**src/rtl/dram_port_arbiter_if.sv**
```systemverilog
// Bundle of both requester ports plus the RAM-side command/data signals
// for the data-RAM port arbiter.
interface dram_port_arbiter_if #(
   parameter int DATA_WIDTH = 16,
   parameter int ADD_WIDTH  = 5
);
   logic                  req_a;
   logic                  we_a;
   logic [ADD_WIDTH-1:0]  add_a;
   logic [DATA_WIDTH-1:0] din_a;
   logic                  gnt_a;
   logic                  rvalid_a;

   logic                  req_b;
   logic                  we_b;
   logic [ADD_WIDTH-1:0]  add_b;
   logic [DATA_WIDTH-1:0] din_b;
   logic                  gnt_b;
   logic                  rvalid_b;

   logic [DATA_WIDTH-1:0] rdata;
   logic                  mem_we;
   logic [ADD_WIDTH-1:0]  mem_add;
   logic [DATA_WIDTH-1:0] mem_din;
   logic [DATA_WIDTH-1:0] mem_dout;
   logic                  busy;

   modport slave (
      input  req_a, we_a, add_a, din_a,
      input  req_b, we_b, add_b, din_b,
      input  mem_dout,
      output gnt_a, rvalid_a, gnt_b, rvalid_b,
      output rdata, mem_we, mem_add, mem_din, busy
   );

   modport master (
      output req_a, we_a, add_a, din_a,
      output req_b, we_b, add_b, din_b,
      output mem_dout,
      input  gnt_a, rvalid_a, gnt_b, rvalid_b,
      input  rdata, mem_we, mem_add, mem_din, busy
   );
endinterface

```
**src/rtl/dram_port_arbiter.sv**
```systemverilog
// Shares the single-port data RAM between the CPU (port A, priority) and the
// SPI slave (port B), with a wait counter that forces B through after MAX_WAIT losses.
//
// state | meaning
// IDLE  | no access on the RAM port
// ACC_A | A's registered command is on mem_*, gnt_a high
// ACC_B | B's registered command is on mem_*, gnt_b high
module dram_port_arbiter #(
   parameter int DATA_WIDTH = 16,
   parameter int ADD_WIDTH  = 5,
   parameter int MAX_WAIT   = 4
) (
   input logic             clk,
   input logic             reset,
   dram_port_arbiter_if.slave bus
);
   localparam int CW = (MAX_WAIT < 2) ? 1 : $clog2(MAX_WAIT + 1);

   typedef enum logic [1:0] {IDLE, ACC_A, ACC_B} state_t;

   state_t                state_q, state_d;
   logic [CW-1:0]         wait_cnt_q, wait_cnt_d;
   logic                  rvalid_a_q, rvalid_a_d;
   logic                  rvalid_b_q, rvalid_b_d;
   logic                  mem_we_q, mem_we_d;
   logic [ADD_WIDTH-1:0]  mem_add_q, mem_add_d;
   logic [DATA_WIDTH-1:0] mem_din_q, mem_din_d;

   logic elig_a, elig_b, pick_a, pick_b;

   always_comb begin
      // A request still high during its own grant cycle is the one being served.
      elig_a = bus.req_a & (state_q != ACC_A);
      elig_b = bus.req_b & (state_q != ACC_B);
      pick_b = elig_b & (~elig_a | (wait_cnt_q == CW'(MAX_WAIT)));
      pick_a = elig_a & ~pick_b;

      state_d    = IDLE;
      wait_cnt_d = wait_cnt_q;
      mem_we_d   = 1'b0;
      mem_add_d  = mem_add_q;
      mem_din_d  = mem_din_q;

      if (pick_b) begin
         state_d    = ACC_B;
         mem_we_d   = bus.we_b;
         mem_add_d  = bus.add_b;
         mem_din_d  = bus.din_b;
         wait_cnt_d = '0;
      end else if (pick_a) begin
         state_d   = ACC_A;
         mem_we_d  = bus.we_a;
         mem_add_d = bus.add_a;
         mem_din_d = bus.din_a;
         if (elig_b && (wait_cnt_q != CW'(MAX_WAIT)))
            wait_cnt_d = wait_cnt_q + CW'(1);
      end

      // The RAM returns data one cycle after the read command sits on its port.
      rvalid_a_d = (state_q == ACC_A) & ~mem_we_q;
      rvalid_b_d = (state_q == ACC_B) & ~mem_we_q;
   end

   always_ff @(posedge clk) begin
      if (reset) begin
         state_q    <= IDLE;
         wait_cnt_q <= '0;
         rvalid_a_q <= 1'b0;
         rvalid_b_q <= 1'b0;
         mem_we_q   <= 1'b0;
         mem_add_q  <= '0;
         mem_din_q  <= '0;
      end else begin
         state_q    <= state_d;
         wait_cnt_q <= wait_cnt_d;
         rvalid_a_q <= rvalid_a_d;
         rvalid_b_q <= rvalid_b_d;
         mem_we_q   <= mem_we_d;
         mem_add_q  <= mem_add_d;
         mem_din_q  <= mem_din_d;
      end
   end

   assign bus.gnt_a    = (state_q == ACC_A);
   assign bus.gnt_b    = (state_q == ACC_B);
   assign bus.busy     = (state_q != IDLE);
   assign bus.rvalid_a = rvalid_a_q;
   assign bus.rvalid_b = rvalid_b_q;
   assign bus.mem_we   = mem_we_q;
   assign bus.mem_add  = mem_add_q;
   assign bus.mem_din  = mem_din_q;
   assign bus.rdata    = bus.mem_dout;
endmodule

```
**src/flat_wrapper.sv**
```systemverilog
// flat-port wrapper written by rule: the top's interface ports become plain ports
module dram_port_arbiter_flat 
#(
   parameter int DATA_WIDTH = 16,
   parameter int ADD_WIDTH  = 5,
   parameter int MAX_WAIT   = 4
)
  (clk, reset, bus_req_a, bus_we_a, bus_add_a, bus_din_a, bus_req_b, bus_we_b, bus_add_b, bus_din_b, bus_mem_dout, bus_gnt_a, bus_rvalid_a, bus_gnt_b, bus_rvalid_b, bus_rdata, bus_mem_we, bus_mem_add, bus_mem_din, bus_busy);
  dram_port_arbiter_if #(.DATA_WIDTH(DATA_WIDTH), .ADD_WIDTH(ADD_WIDTH)) bus_i ();
  input logic clk;
  input logic reset;
  input wire logic [$bits(bus_i.req_a)-1:0] bus_req_a;
  input wire logic [$bits(bus_i.we_a)-1:0] bus_we_a;
  input wire logic [$bits(bus_i.add_a)-1:0] bus_add_a;
  input wire logic [$bits(bus_i.din_a)-1:0] bus_din_a;
  input wire logic [$bits(bus_i.req_b)-1:0] bus_req_b;
  input wire logic [$bits(bus_i.we_b)-1:0] bus_we_b;
  input wire logic [$bits(bus_i.add_b)-1:0] bus_add_b;
  input wire logic [$bits(bus_i.din_b)-1:0] bus_din_b;
  input wire logic [$bits(bus_i.mem_dout)-1:0] bus_mem_dout;
  output wire logic [$bits(bus_i.gnt_a)-1:0] bus_gnt_a;
  output wire logic [$bits(bus_i.rvalid_a)-1:0] bus_rvalid_a;
  output wire logic [$bits(bus_i.gnt_b)-1:0] bus_gnt_b;
  output wire logic [$bits(bus_i.rvalid_b)-1:0] bus_rvalid_b;
  output wire logic [$bits(bus_i.rdata)-1:0] bus_rdata;
  output wire logic [$bits(bus_i.mem_we)-1:0] bus_mem_we;
  output wire logic [$bits(bus_i.mem_add)-1:0] bus_mem_add;
  output wire logic [$bits(bus_i.mem_din)-1:0] bus_mem_din;
  output wire logic [$bits(bus_i.busy)-1:0] bus_busy;
  assign bus_i.req_a = bus_req_a;
  assign bus_i.we_a = bus_we_a;
  assign bus_i.add_a = bus_add_a;
  assign bus_i.din_a = bus_din_a;
  assign bus_i.req_b = bus_req_b;
  assign bus_i.we_b = bus_we_b;
  assign bus_i.add_b = bus_add_b;
  assign bus_i.din_b = bus_din_b;
  assign bus_i.mem_dout = bus_mem_dout;
  assign bus_gnt_a = bus_i.gnt_a;
  assign bus_rvalid_a = bus_i.rvalid_a;
  assign bus_gnt_b = bus_i.gnt_b;
  assign bus_rvalid_b = bus_i.rvalid_b;
  assign bus_rdata = bus_i.rdata;
  assign bus_mem_we = bus_i.mem_we;
  assign bus_mem_add = bus_i.mem_add;
  assign bus_mem_din = bus_i.mem_din;
  assign bus_busy = bus_i.busy;
  dram_port_arbiter #(.DATA_WIDTH(DATA_WIDTH), .ADD_WIDTH(ADD_WIDTH), .MAX_WAIT(MAX_WAIT)) u_core (.clk(clk), .reset(reset), .bus(bus_i));
endmodule
```
**config.mk**
```make
export PLATFORM = sky130hd
export DESIGN_NAME = dram_port_arbiter_flat
export DESIGN_NICKNAME = d
export VERILOG_FILES = /design/src/rtl/dram_port_arbiter_if.sv /design/src/rtl/dram_port_arbiter.sv /design/src/flat_wrapper.sv
export SDC_FILE = /design/constraint.sdc
export NUM_CORES = 1
export LEC_CHECK = 0
export ABC_AREA = 1
export BUFFER_PORTS_ARGS = -buffer_cell sky130_fd_sc_hd__buf_2
export CAP_MARGIN = 20
export CORE_ASPECT_RATIO = 1.2
export CORE_MARGIN = 2
export CORE_UTILIZATION = 42
export CTS_CLUSTER_DIAMETER = 30
export DETAILED_ROUTE_END_ITERATION = 8
export PLACE_DENSITY = 0.78
export SYNTH_ARGS = -nofsm -noshare
export SYNTH_HDL_FRONTEND = slang
export SYNTH_SLANG_ARGS = --single-unit
```
**constraint.sdc**
```tcl
create_clock -name clk -period 1.5 [get_ports clk]
set_input_delay 0.075 -clock clk [delete_from_list [all_inputs] [get_ports clk]]
set_output_delay 0.075 -clock clk [all_outputs]
set_load 0.02 [all_outputs]
```
==> out/metrics.yaml <==
finalCriticalPeriod_ns: 1.39
synthXorXnorAreaFrac_pct: 0.534
slowest_stage: "dfxtp_1"
netlist_instances: 246
hpwl_um: 2700
path_depth: 8
grt_start_max_net_pins: 28
status: "completed"
cts_root_buf: "clkbuf_8"
rsz0062_at_grt: "yes"
muxShareOfSynthArea_pct: 0
first_pass_iters: 4
synth_top_family_by_area: "simple AND/OR/NAND/NOR gates"
wl_per_cell_um: 10.3
clk_path_buf_depth: 2
slowest_delay_ns: 0.36
cts_buffers: 5
cts_tree: "built"
setup.worst_path.class: "reg -> reg"
final-max-slew-violation-count: 0
netlist_area_sq_mm: 0.00164
synth_top_area_share_pct: 35.4
synth_compound_area_share_pct: 15.6
diodes: 0
cpMostUsedCell: "nand2_2"
grt_first_pass_wirelength_um: 6090
via_per_inst: 4.72
cts_setup_buffers: 0
critPathTopFamily: "simple AND/OR/NAND/NOR gates"
ant_nets: 0
cellLeakagePower_nw: 1.15
gp_congestion: 0.728
seq_area_frac_synth_pct: 35.4
drc: 0
ys_types: 21
synth_flop_cell: "dfxtp_1"
ios: 107
hold_violations: 0
setup_viol: 0
yosysMostFrequentCell: "nor2_1"
synth-adder-area-share_pct: 1.53
whs_ns: 0.0403
final_util_pct: 56.2
grt_usage_pct: 17.9
gr-total-overflow: 0
hold_path_depth: 2
async_reset_ff_share_pct: 0
r2r_cells: 8
grt_pass1_vias: 1470
fin_crit_sh_pct: 92.8
peakVddDrop_mv: 0.662
vias: 1685
crit_fanout: 26
fin_worst_skew_ns: 0.00712
synth_edf_count: 0
crit_buf_inv: 2
die_area_sq_mm: 0.00442
synthTopCellsByArea: "dfxtp_1 (35%), nor2_1 (10%), buf_4 (9.2%), a21oi_1 (7.3%), nand2_1 (7.3%)"
antenna_found_initial: 0
synth-simple-area-share_pct: 27.6
fp.dieH_um: 72.5
avgSynthCellArea_sq_um: 6.67
p_total_w: 0.00203
path_clk_slew_ns: 0.06
num_rows: 24
floorplan.initialDensity_pct: 44.4
worst_setup_path_end_kind: "flip-flop"
worst_setup_path_start_kind: "flip-flop"
cts.sinks: 29
htreeDepth: 2
power_density_mw_per_mm2: 980
yosys-top-cells-count: "nor2_1 (44), nand2_1 (32), dfxtp_1 (29), inv_1 (28), a21oi_1 (24)"
area.growth.synth_to_final_pct: 26.5
drt_iter0_markers: 39
portBuffers: 74
fin_nets: 371
yosysWarnings: 0
drt_wl_total_um: 3690
drive_above_1_share_pct: 32.8
insertion_delay_ns: 0.28
fmax_mhz: 718
tightest_slew_ns: 0.411
worstPathRequired_ns: 1.71
synth_nets: 312
yosys.area.top_type: "dfxtp_1"
hold_path.class: "in -> reg"
ys_ff_latch: 29
die_w_um: 61.1
cp.arrival_ns: 1.61
drv_cap: 0
relSlewSlack_pct: 72.6
path_cells: "inv_1 > ha_1 > nand2_2 > nand3_4 > buf_12 > nand2_1 > nand2_2 > a21oi_1"
core_area_sq_mm: 0.00369
metal layers:
layer,global-route usage [%],vias up,share of wire [%]
met3,4.81,6,6.9
met1,20.3,747,41
li1,-,878,-
met4,6.04,0,1.5
met2,31.3,54,50
met5,0,-,0
placed cells by master (no fill, tap or decap):
cell type	Yosys	layout
a21oi_1	24	23
a21oi_2	0	1
a21oi_4	1	1
buf_12	0	3
buf_2	7	74
buf_4	20	3
buf_6	1	1
clkbuf_1	2	1
clkbuf_8	0	6
dfxtp_1	29	28
dfxtp_2	0	1
dlygate4sd3_1	0	1
ha_1	2	2
inv_1	28	28
inv_2	2	2
nand2_1	32	30
nand2_2	2	4
nand2_4	1	1
nand3_1	22	22
nand3_4	1	1
nor2_1	44	43
nor2_2	1	2
nor3_1	2	2
o21ai_0	22	21
o21ai_1	2	3
xor2_1	1	1
cell type report:
class / count / area, sq um
clock buffers: 7 / 86.3
inverters: 30 / 113
flip-flops and latches: 29 / 582
well taps: 52 / 65.1
fillers: 389 / 1620
repair buffers: 82 / 474
multi-input cells: 157 / 754
path summary, 6_finish.rpt:
kind                                           from  slack, ns                                end
hold reg to reg        u_core.bus.mem_we$_SDFF_PP0_       0.44     u_core.bus.rvalid_a$_SDFF_PP0_
setup / recovery  u_core.wait_cnt_q[0]$_SDFFE_PP0P_       0.11  u_core.wait_cnt_q[1]$_SDFFE_PP0P_
hold / removal                                reset       0.04     u_core.bus.rvalid_a$_SDFF_PP0_
setup reg to reg  u_core.wait_cnt_q[0]$_SDFFE_PP0P_       0.11  u_core.wait_cnt_q[1]$_SDFFE_PP0P_
registers in the layout (all words and copies together), names as in the netlist:
register / cells
u_core.state_q: 2
u_core.bus.rvalid_a: 1
u_core.wait_cnt_q: 3
u_core.bus.rvalid_b: 1
u_core.bus.mem_we: 1
u_core.bus.mem_add: 5
u_core.bus.mem_din: 16
worst reg2reg max path, cell delays in order (launching register included):
cell and delay (ns):
dfxtp_1 0.36, inv_1 0.07, ha_1 0.21, nand2_2 0.09, nand3_4 0.09, buf_12 0.16
nand2_1 0.12, nand2_2 0.10, a21oi_1 0.13
stage by stage:
stage	setup slack, ns	instances	cell area, sq um	TNS [ns]
CTS	0.0908	357	2060	0
finish	0.107	357	2070	0
detailed placement	0.129	349	1960	0
global placement	0.170	349	1960	0
floorplan	0.208	246	1640	0
global route	-0.0000805	357	2070	-0.0000805
power breakdown:
group          leakage (nW)  total [W]  switching (W)  internal [W]
Combinational         0.870   0.000517       0.000307      0.000210
Sequential            0.241   0.000870      0.0000334      0.000836
Clock                0.0443   0.000648       0.000285      0.000363
repair_timing:
action | CTS | global route
gates resized for setup | 0 | 7
endpoints found under the setup margin | 0 | 8
hold endpoints to repair | 1 | 0
hold buffers | 1 | 0
cell families (layout without fill, tap and decap cells):
group,Yosys count,in the layout
DFF,29,29
AOI/OAI and AO/OA,49,49
buffers and inverters,60,119
adders and majority gates,2,2
xor gates and xnor gates,1,1
and+or+nand+nor,105,105
Note: power is estimated with default switching activity, not from simulation.
